File: src/rtl/video_tpg_stream.sv
// video_tpg_stream: AXI4-Stream video test pattern generator with frame
// counting, inter-frame blanking and backpressure statistics.
module video_tpg_stream #(
    parameter int DW = 16,
    parameter int HW = 12,
    parameter int BW = 24
) (
    input  logic            ACLK,
    input  logic            ARESETn,
    input  logic            enable_i,
    input  logic [1:0]      mode_i,
    input  logic [HW-1:0]   width_i,
    input  logic [HW-1:0]   height_i,
    input  logic [BW-1:0]   blank_i,
    input  logic [7:0]      frames_i,
    input  logic [DW-1:0]   const_i,
    output logic [DW-1:0]   TDATA,
    output logic            TVALID,
    input  logic            TREADY,
    output logic            TUSER,
    output logic            TLAST,
    output logic [DW/8-1:0] TKEEP,
    output logic            busy_o,
    output logic            done_o,
    output logic            err_o,
    output logic [15:0]     frame_cnt_o,
    output logic [31:0]     stall_cnt_o
);
    typedef enum logic [1:0] {IDLE, ACTIVE, BLANK, DONE} state_t;
    state_t state, state_nxt;
    logic [HW-1:0] x, y, w_q, h_q;
    logic [1:0]    mode_q;
    logic [BW-1:0] blank_q, bcnt;
    logic [DW-1:0] const_q, pat;
    logic [7:0]    sent;
    logic          latch, clr, cfg_ok, xfer, eol, eof;

    assign cfg_ok = width_i != '0 && height_i != '0;
    assign TVALID = state == ACTIVE;
    assign xfer   = TVALID && TREADY;
    assign eol    = x == w_q - HW'(1);
    assign eof    = eol && y == h_q - HW'(1);
    assign busy_o = state == ACTIVE || state == BLANK;
    assign done_o = state == DONE;

    always_comb
        pat = mode_q == 2'd0 ? DW'(x) + DW'(y) :
              mode_q == 2'd1 ? {DW{x[4] ^ y[4]}} :
              mode_q == 2'd2 ? const_q : {(DW/8){frame_cnt_o[7:0]}};

    // Outputs are gated by TVALID so reset clears them without extra registers.
    assign TDATA = TVALID ? pat : '0;
    assign TUSER = TVALID && x == '0 && y == '0;
    assign TLAST = TVALID && eol;
    assign TKEEP = {(DW/8){TVALID}};

    always_comb begin
        state_nxt = state;
        latch     = 1'b0;
        clr       = 1'b0;
        case (state)
            IDLE:
                if (enable_i && cfg_ok) begin
                    state_nxt = ACTIVE;
                    latch     = 1'b1;
                    clr       = 1'b1;
                end
            ACTIVE:
                if (xfer && eof) begin
                    if (frames_i != 8'd0 && sent + 8'd1 == frames_i) state_nxt = DONE;
                    else if (!enable_i) state_nxt = IDLE;
                    else if (blank_q != '0) state_nxt = BLANK;
                    else if (cfg_ok) latch = 1'b1;
                    else state_nxt = IDLE;
                end
            BLANK:
                if (bcnt == '0) begin
                    state_nxt = cfg_ok ? ACTIVE : IDLE;
                    latch     = cfg_ok;
                end
            DONE:
                if (!enable_i) state_nxt = IDLE;
            default: state_nxt = IDLE;
        endcase
    end

    always_ff @(posedge ACLK or negedge ARESETn) begin
        if (!ARESETn) begin
            state       <= IDLE;
            x           <= '0;
            y           <= '0;
            w_q         <= '0;
            h_q         <= '0;
            mode_q      <= '0;
            blank_q     <= '0;
            const_q     <= '0;
            bcnt        <= '0;
            sent        <= '0;
            frame_cnt_o <= '0;
            stall_cnt_o <= '0;
            err_o       <= 1'b0;
        end else begin
            state <= state_nxt;
            if (latch) begin
                w_q     <= width_i;
                h_q     <= height_i;
                mode_q  <= mode_i;
                blank_q <= blank_i;
                const_q <= const_i;
                x       <= '0;
                y       <= '0;
            end else if (xfer) begin
                x <= eol ? '0 : x + HW'(1);
                y <= eof ? '0 : eol ? y + HW'(1) : y;
            end
            if (state == ACTIVE && state_nxt == BLANK)
                bcnt <= blank_q - BW'(1);
            else if (state == BLANK)
                bcnt <= bcnt - BW'(1);
            sent <= clr ? 8'd0 : (xfer && eof) ? sent + 8'd1 : sent;
            if (xfer && eof)
                frame_cnt_o <= frame_cnt_o + 16'd1;
            if (clr)
                stall_cnt_o <= '0;
            else if (TVALID && !TREADY && ~&stall_cnt_o)
                stall_cnt_o <= stall_cnt_o + 32'd1;
            if (state == IDLE)
                err_o <= enable_i && !cfg_ok;
        end
    end
endmodule

File: config.mk
export PLATFORM = sky130hd
export DESIGN_NAME = video_tpg_stream
export DESIGN_NICKNAME = d
export VERILOG_FILES = /design/src/rtl/video_tpg_stream.sv
export SDC_FILE = /design/constraint.sdc
export NUM_CORES = 1
export LEC_CHECK = 0
export CAP_MARGIN = 20
export CORE_UTILIZATION = 42
export DETAILED_ROUTE_END_ITERATION = 6
export GPL_TIMING_DRIVEN = 0
export MAX_ROUTING_LAYER = met4
export SYNTH_ARGS = -nofsm -noshare
export SYNTH_HDL_FRONTEND = slang
export SYNTH_SLANG_ARGS = --single-unit
File: constraint.sdc
create_clock -name ACLK -period 9.7 [get_ports ACLK]
set_input_delay 1.94 -clock ACLK [delete_from_list [all_inputs] [get_ports ACLK]]
set_output_delay 1.94 -clock ACLK [all_outputs]
set_load 0.05 [all_outputs]
Word-level counts from Yosys, hierarchy flattened
Index checks and enable logic that the tools add are counted.
W data, S select, Z words.
{"block": "word_totals", "ff_bits": 173, "word_cells": 102}
{"block": "op_classes", "n_addsub": 10, "eq_ne": 9, "mux": 36, "n_bitwise": 1, "n_reduce_logical": 33}
{"cell": "$mux W12", "count": 7}
{"cell": "$mux W16", "count": 4}
{"cell": "$mux W32", "count": 2}
{"cell": "$mux W24", "count": 2}
{"cell": "$sub A24 B1 Y24 const B", "count": 2}
{"cell": "$add A32 B1 Y32 const B", "count": 1}
{"cell": "$reduce_and A32 Y1", "count": 1}
{"cell": "$add A12 B1 Y12 const B", "count": 2}
{"cell": "$eq A12 B12 Y1", "count": 2}
{"cell": "$logic_not A12 Y1", "count": 2}
{"cell": "$logic_not A24 Y1", "count": 1}
{"cell": "$reduce_bool A12 Y1", "count": 2}
{"cell": "$reduce_bool A24 Y1", "count": 1}
{"cell": "$sub A12 B1 Y12 const B", "count": 2}
{"cell": "$add A16 B1 Y16 const B", "count": 1}
{"cell": "$mux W2", "count": 8}
{"cell": "$mux W8", "count": 2}
{"cell": "$add A12 B12 Y13", "count": 1}
{"cell": "$logic_and A1 B1 Y1", "count": 13}
{"cell": "$mux W1", "count": 9}
{"cell": "$add A8 B1 Y8 const B", "count": 1}
{"cell": "$eq A2 B2 Y1 const B", "count": 4}
{"cell": "$eq A8 B8 Y1", "count": 1}
{"cell": "$pmux W2 S4", "count": 1}
{"cell": "10 further kinds", "count": 17}

Longest topological paths before layout
{"block": "depth", "depth_word": 11, "mapped_depth": 23, "ltp_nobuf": 20}

Worst setup path before layout
Ideal clock, no wire load.
{"block": "synth_path", "path_type": "in2reg", "start": "input frames_i[2]", "end": "register bcnt[22]", "arrival_time_ns": 5.720, "t_required_ns": 9.574, "setup_slack_ns": 3.854, "cell_stages": 20, "path_buffers": 2, "cell_sequence": "o21ba_2 -> a221oi_1 -> a31oi_1 -> nor4_1 -> a21oi_1 -> o41a_1 -> nor2_1 -> and4_1 -> buf_4 -> buf_6 -> mux2i_1 -> ha_1 -> nand2_1 -> or2_2 -> nor3_1 -> nand2b_1 -> nor4_1 -> nor2b_1 -> xnor2_1 -> mux2i_1"}
{"block": "synth_between", "elab_chain_cells": 8}
{"item": "start: declaration", "line_no": "15", "text": "input logic [7:0] frames_i,"}
{"item": "$eq A8 B8 Y1 / $reduce_bool A8 Y1 (equally long branches)", "line_no": "70", "text": "if (frames_i != 8'd0 && sent + 8'd1 == frames_i) state_nxt = DONE;"}
{"item": "$logic_and A1 B1 Y1 (*)", "line_no": "70"}
{"item": "$mux W2 (*)", "line_no": "70"}
{"item": "$mux W2 (*)", "line_no": "69", "text": "if (xfer && eof) begin"}
{"item": "$pmux W2 S4 (*)", "line_no": "61", "text": "case (state)"}
{"item": "$eq A2 B2 Y1 (*)", "line_no": "116", "text": "if (state == ACTIVE && state_nxt == BLANK)"}
{"item": "$logic_and A1 B1 Y1 (*)", "line_no": "116"}
{"item": "$mux W24 / $reduce_bool A2 Y1 (equally long branches)"}
{"item": "end signal: assignment", "line_no": "117", "text": "bcnt <= blank_q - BW'(1);"}
{"item": "end signal: assignment", "line_no": "119", "text": "bcnt <= bcnt - BW'(1);"}
{"item": "end: declaration", "line_no": "33", "text": "logic [BW-1:0] blank_q, bcnt;"}
Mark *: on every way between the ends. The rest lies on a longest branch, timed or not.
A chain may end at the register's enable or synchronous reset.

Worst setup path in the final report
Ends and elaborated chain as after synthesis.

==> flow_metrics.env <==
export IMPL_place_congestion=0.8691
export IMPL_rr_worst_depth=21
export IMPL_routed_wl_um=27620
export IMPL_die_area_sq_um=25850
export IMPL_grt_setup_unrepaired="no"
export IMPL_synthTopCellsByCount="dfrtp_1 (173), nor2_1 (104), xnor2_1 (86), nand2_1 (71), mux2_2 (60)"
export IMPL_grt_first_pass_wirelength_um=45500
export IMPL_multi_input_area_sq_um=5942
export IMPL_clk_pin_slew_worst_paths_ps=80
export IMPL_crit_fanout=10
export IMPL_power_density_nw_per_um2=229.9
export IMPL_fin_crit_sh_pct=69.78
export IMPL_syn_area_sq_um=10590
export IMPL_finalSetupViolations=0
export IMPL_p_leak_nw=5.227
export IMPL_regToRegStartpoint="w_q[3]"
export IMPL_hold_start="frame_cnt_o[15]"
export IMPL_period_minus_slack_ps=6769
export IMPL_worst_path_dominant_cell_family="simple AND/OR/NAND/NOR gates"
export IMPL_firstDrtPassIters=5
export IMPL_synth_edf_count=0
export IMPL_grt_overflow_total=0
export IMPL_tns_ps=0
export IMPL_hold_end="frame_cnt_o[15]"
export IMPL_fillCellCount=2267
export IMPL_drtAntennaViolNets=0
export IMPL_grt_max_degree=90
export IMPL_vias_per_cell=5.406
export IMPL_grt_pass1_vias=8566
export IMPL_cp_slowest_stage_delay_ps=550
export IMPL_core_area_sq_um=24530
export IMPL_hold_path_class="reg2reg"
export IMPL_path_cells="clkdlybuf4s50_1 -> o21ba_2 -> a221oi_1 -> a31oi_1 -> nor4_1 -> a21oi_1 -> o41a_1 -> nor2_1 -> and4_1 -> buf_4 -> buf_6 -> mux2i_1 -> ha_1 -> nand2_1 -> or2_2 -> nor3_1 -> nand2b_1 -> nor4_1 -> nor2b_1 -> xnor2_1 -> mux2i_1"
export IMPL_hpwl_um=20540
export IMPL_final_max_slew_viol_count=0
export IMPL_clock_skew_ps=23.13
export IMPL_h_tree_depth=4
export IMPL_yosys_area_top_type_share_pct=40.89
export IMPL_critPathCaptureType="flip-flop"
export IMPL_worstMarginPinSlew_ps=807.8
export IMPL_synth_seq_area_share_pct=40.89
export IMPL_yosysTopAreaCell="dfrtp_1"
export IMPL_avgSynthCellArea_sq_um=9.624
export IMPL_dr_first_iter_drc_count=589
export IMPL_nNetsFinal=1375
export IMPL_ctsResizeCount=0
export IMPL_synth_area_top_cells="dfrtp_1 (41%), xnor2_1 (7.1%), mux2_2 (6.4%)"
export IMPL_synthFlopType="dfrtp_1"
export IMPL_wl_met3_um=1051
export IMPL_fmax_mhz=147.7
export IMPL_wirelength_met1_um=13050
export IMPL_cts_root_buffer="clkbuf_16"
export IMPL_syn_nets=1206
export IMPL_ys_warn_count=0
export IMPL_dr_max_layer_used="met4"
export IMPL_hold_depth=1
export IMPL_crit_arrival_ps=7090
export IMPL_cts_tree="yes"
export IMPL_register_area_sq_um=4329
export IMPL_clock_sinks=173
export IMPL_fp_dieH_um=160.8
export IMPL_numCtsBuffers=17
export IMPL_ir_drop_v=0.0001494
export IMPL_critPathRequiredTime_ps=10020
export IMPL_post_route_util_pct=53.47
export IMPL_drive_gt1_share_pct=9.906
export IMPL_hold_violations=0
export IMPL_num_vias=8688
export IMPL_avgRoutedWirePerCell_um=17.19
export IMPL_grtUsageTotal_pct=22.74
export IMPL_cp_slowest_cell="nor4_1"
export IMPL_dr_wl_met2_um=13170
export IMPL_initial_core_util_pct=43.15
export IMPL_post_cts_buffers=0
export IMPL_drcViolationCount=0
export IMPL_status="completed"
export IMPL_ys_ff_latch=173
export IMPL_ys_async_sr_fraction_pct=100.0
export IMPL_place_port_buffers=149
export IMPL_cp_startpoint="frames_i[2]"
export IMPL_area_growth_pct=23.92
export IMPL_antenna_found_initial=1
export IMPL_postCtsHoldBufs=0
export IMPL_cp_start_kind="input pin"
export IMPL_rows=57
export IMPL_r2r_slack_ps=3570
export IMPL_relSlewSlack_pct=45.95
export IMPL_die_w_um=160.8
export IMPL_clock_latency_ps=450
export IMPL_worstSetupPathType="in2reg"
export IMPL_cts_buffer_depth=2
export IMPL_cap_violations=0
export IMPL_io_pins=150
export IMPL_worst_path_buf_inv=3
export IMPL_synth_most_common_cell="dfrtp_1"
export IMPL_r2r_end="bcnt[22]"
export IMPL_syn_inst=1100
export IMPL_ys_types=72
==> worst max-delay path by stage <==
stage	to	cells after the start	slack (ps)
after global placement	stall_cnt_o[17]	1	-960
after global routing	bcnt[22]	21	2460
after floorplan	bcnt[22]	20	3850
after CTS	bcnt[22]	21	2910
after detailed placement	bcnt[22]	21	2460
final	bcnt[22]	21	2930
==> area by class of cell <==
cell class                      count  share of cell area, %
Sequential cell                   173                  33.00
Clock inverter                     14                  1.307
Timing Repair Buffer              150                  11.62
Antenna cell                        1                0.01907
Inverter                           26                 0.7439
Buffer                             45                  1.660
Multi-Input combinational cell    856                  45.29
Tap cell                          324                  3.090
Clock buffer                       18                  3.271
==> power breakdown <==
group          leakage [nW]  internal (mW)  switching (mW)
clock                 0.287          0.349           0.345
sequential             2.18          0.884           0.206
combinational          2.76          0.527           0.704
==> sequential cells by signal, summed over array words and instances (netlist names), 8 cells and up <==
name,count
bcnt,24
blank_q,24
const_q,16
frame_cnt_o,16
h_q,12
sent,8
stall_cnt_o,32
w_q,12
x,12
y,12
==> per-stage QoR <==
step / instance area (sq um) / cells / setup WS, ps / total power, mW / hold slack (ps)
global route: 13120 / 1607 / 2456 / 3.205 / 523.6
finish: 13120 / 1607 / 2931 / 3.016 / 493.4
global placement: 12480 / 1573 / -955.1 / 2.315 / 462.2
detailed placement: 12520 / 1574 / 2460 / 2.333 / 472.8
floorplan: 10590 / 1100 / 3854 / 1.936 / 460.4
CTS: 13120 / 1606 / 2905 / 3.040 / 491.4
==> cells by family after synthesis <==
family | Yosys count | synth area share [%]
AND/OR/NAND/NOR | 428 | 21.14
flip-flops | 173 | 40.89
AO/OA/AOI/OAI | 161 | 9.845
XOR/XNOR | 138 | 11.42
multiplexers | 101 | 10.34
buffers and inverters | 71 | 2.978
adder cells (fa/ha/maj) | 28 | 3.380
==> per-layer routing <==
layer | up-vias | track usage [%]
li1 | 4276 | -
met1 | 4230 | 30.36
met2 | 164 | 36.09
met3 | 18 | 3.538
met4 | 0 | 5.746
met5 | - | -
==> layout by cell type (no fill, tap or decap), types with 6 or more instances in the layout <==
cell               n
or2_2              9
nand3_1           44
nor4_1            31
a21oi_1           37
nand2_1           71
clkdlybuf4s50_1  148
and3_1            23
dfrtp_1          173
o21a_1             6
and4_1            11
mux2i_1           34
a31oi_1            6
or3_1             12
nand4_1           17
a21o_1             8
nand3b_1          10
mux2_2            60
clkbuf_1          29
clkbuf_16         17
nor2_1           104
nor3_1            37
and2_1            17
o31ai_1            6
or4_1             11
buf_2              6
ha_1              27
o21ai_0           47
xnor2_1           86
mux2_1             7
nor2b_1            8
nand2b_1          13
inv_1             26
xor2_1            52
a22oi_1            7
Power figures use the tool's default switching activity.
==> RTL edit, RTL diff (same settings) <==
The 4 states of `state_t` get a Gray code encoding in 2 bits.
--- a/src/rtl/video_tpg_stream.sv
+++ b/src/rtl/video_tpg_stream.sv
@@ -27,5 +27,5 @@
     output logic [31:0]     stall_cnt_o
 );
-    typedef enum logic [1:0] {IDLE, ACTIVE, BLANK, DONE} state_t;
+    typedef enum logic [1:0] {IDLE = 2'b00, ACTIVE = 2'b01, BLANK = 2'b11, DONE = 2'b10} state_t;
     state_t state, state_nxt;
     logic [HW-1:0] x, y, w_q, h_q;
Check against the original RTL: same outputs for any inputs over 4 cycles, from zero or initial values and one cycle with ARESETn low; so few cycles prove little.
==> RTL edit against the unedited design <==
- final area decreased by 1.6%
- synthesized area decreased by 1.8%
- count of clock-buffer cells in the layout up 1
- largest power group is now sequential cells
- routed wire length fell by 7.4%
- setup slack better by 230 ps
- total power down 14%
- sequential cell count did not move
- critical endpoint is now bcnt[20]
- first-iteration DRC count down 35%
==> RTL edit: results <==
group,metric,value,unit
outcome,status,"complete, no violations",
sta,max_freq,0.1530,GHz
route,dr_wl_met3,907,um
setup_path,cp.arrival,6890,ps
cells_and_area,drive_gt1_share,5.653,%
placed_design,placed_area,12320,sq um
global_routing,met2_usage,31.78,%
setup_path,cp_slowest_cell,"or4_1",
route,wl_per_cell,16.18,um
sta,slew_headroom,34.86,%
global_routing,grt_max_degree,96,
pwr,combPwrFrac,34.3,%
logic_synthesis,synth.top_cell.area_share,41.66,%
route,m1WireLength,13100,um
pwr,max-vdd-ir-drop,147.1,uV
pwr,p_int,1.594,mW
global_routing,grt_pass1_wl,42460,um
route,dr_wl_met2,11240,um
logic_synthesis,synth_area_leaders,"dfrtp_1 (42%), xnor2_1 (6.4%), mux2_1 (6.4%)",
route,first_iter_violations,382,
global_routing,use_met1,30.37,%
logic_synthesis,syn_nets,1175,
cells_and_area,antennaDiodeCount,0,
global_routing,use_met3,3.334,%
setup_path,crit_path_max_incr_delay,570,ps
placed_design,hpwlAfterDp,19150,um
route,viasPerCell,5.346,
global_routing,antenna_found_initial,0,
pwr,p_leak,5.223,nW
placed_design,gp_congestion,0.8264,
-- RTL edit: cell families (layout without fill, tap and decap cells) --
kind of cell | after synthesis | after routing | share of synthesized area (%)
AOI/OAI and AO/OA | 155 | 155 | 9.597
buffers and inverters | 73 | 255 | 3.215
muxes | 93 | 93 | 10.07
adders and majority gates | 23 | 23 | 2.842
xor gates and xnor gates | 134 | 134 | 11.29
DFF | 173 | 173 | 41.66
and+or+nand+nor | 423 | 423 | 21.32
-- RTL edit: path summary, 6_finish.rpt --
path                            startpoint         endpoint  slack [ps]
hold / removal             frame_cnt_o[15]  frame_cnt_o[15]         470
min in group asynchronous          ARESETn  stall_cnt_o[16]        1470
hold reg to reg            frame_cnt_o[15]  frame_cnt_o[15]         470
setup reg to reg                    h_q[0]         bcnt[20]        4070
setup / recovery               frames_i[7]         bcnt[20]        3160
max in group asynchronous          ARESETn           h_q[0]        7320
-- RTL edit: through the flow --
stage                     utilization (%)  total power, mW  std cells
final                               53.05            2.604       1580
after global placement              50.53            1.904       1547
after detailed placement            50.66            1.922       1548
after global routing                53.05            2.752       1580
after floorplan                         -            1.616       1074
after CTS                           53.05            2.626       1580
-- RTL edit: critical path, delay by kind of cell --
kind / cells / cell delay, ps
compound gates: 2 / 150
xor+xnor: 2 / 430
fa+ha+maj: 1 / 260
buf+inv: 4 / 1150
mux: 2 / 460
simple gates: 8 / 2480
-- RTL edit: area by class of cell --
cell class              count  area [sq um]
clock inverters            13         148.9
repair buffers            150          1524
plain buffers              43         221.5
well taps                 324         405.4
flip-flops and latches    173          4329
clock buffers              19         432.9
fillers                  2241         11420
inverters                  30         112.6
multi-input cells         828          5728
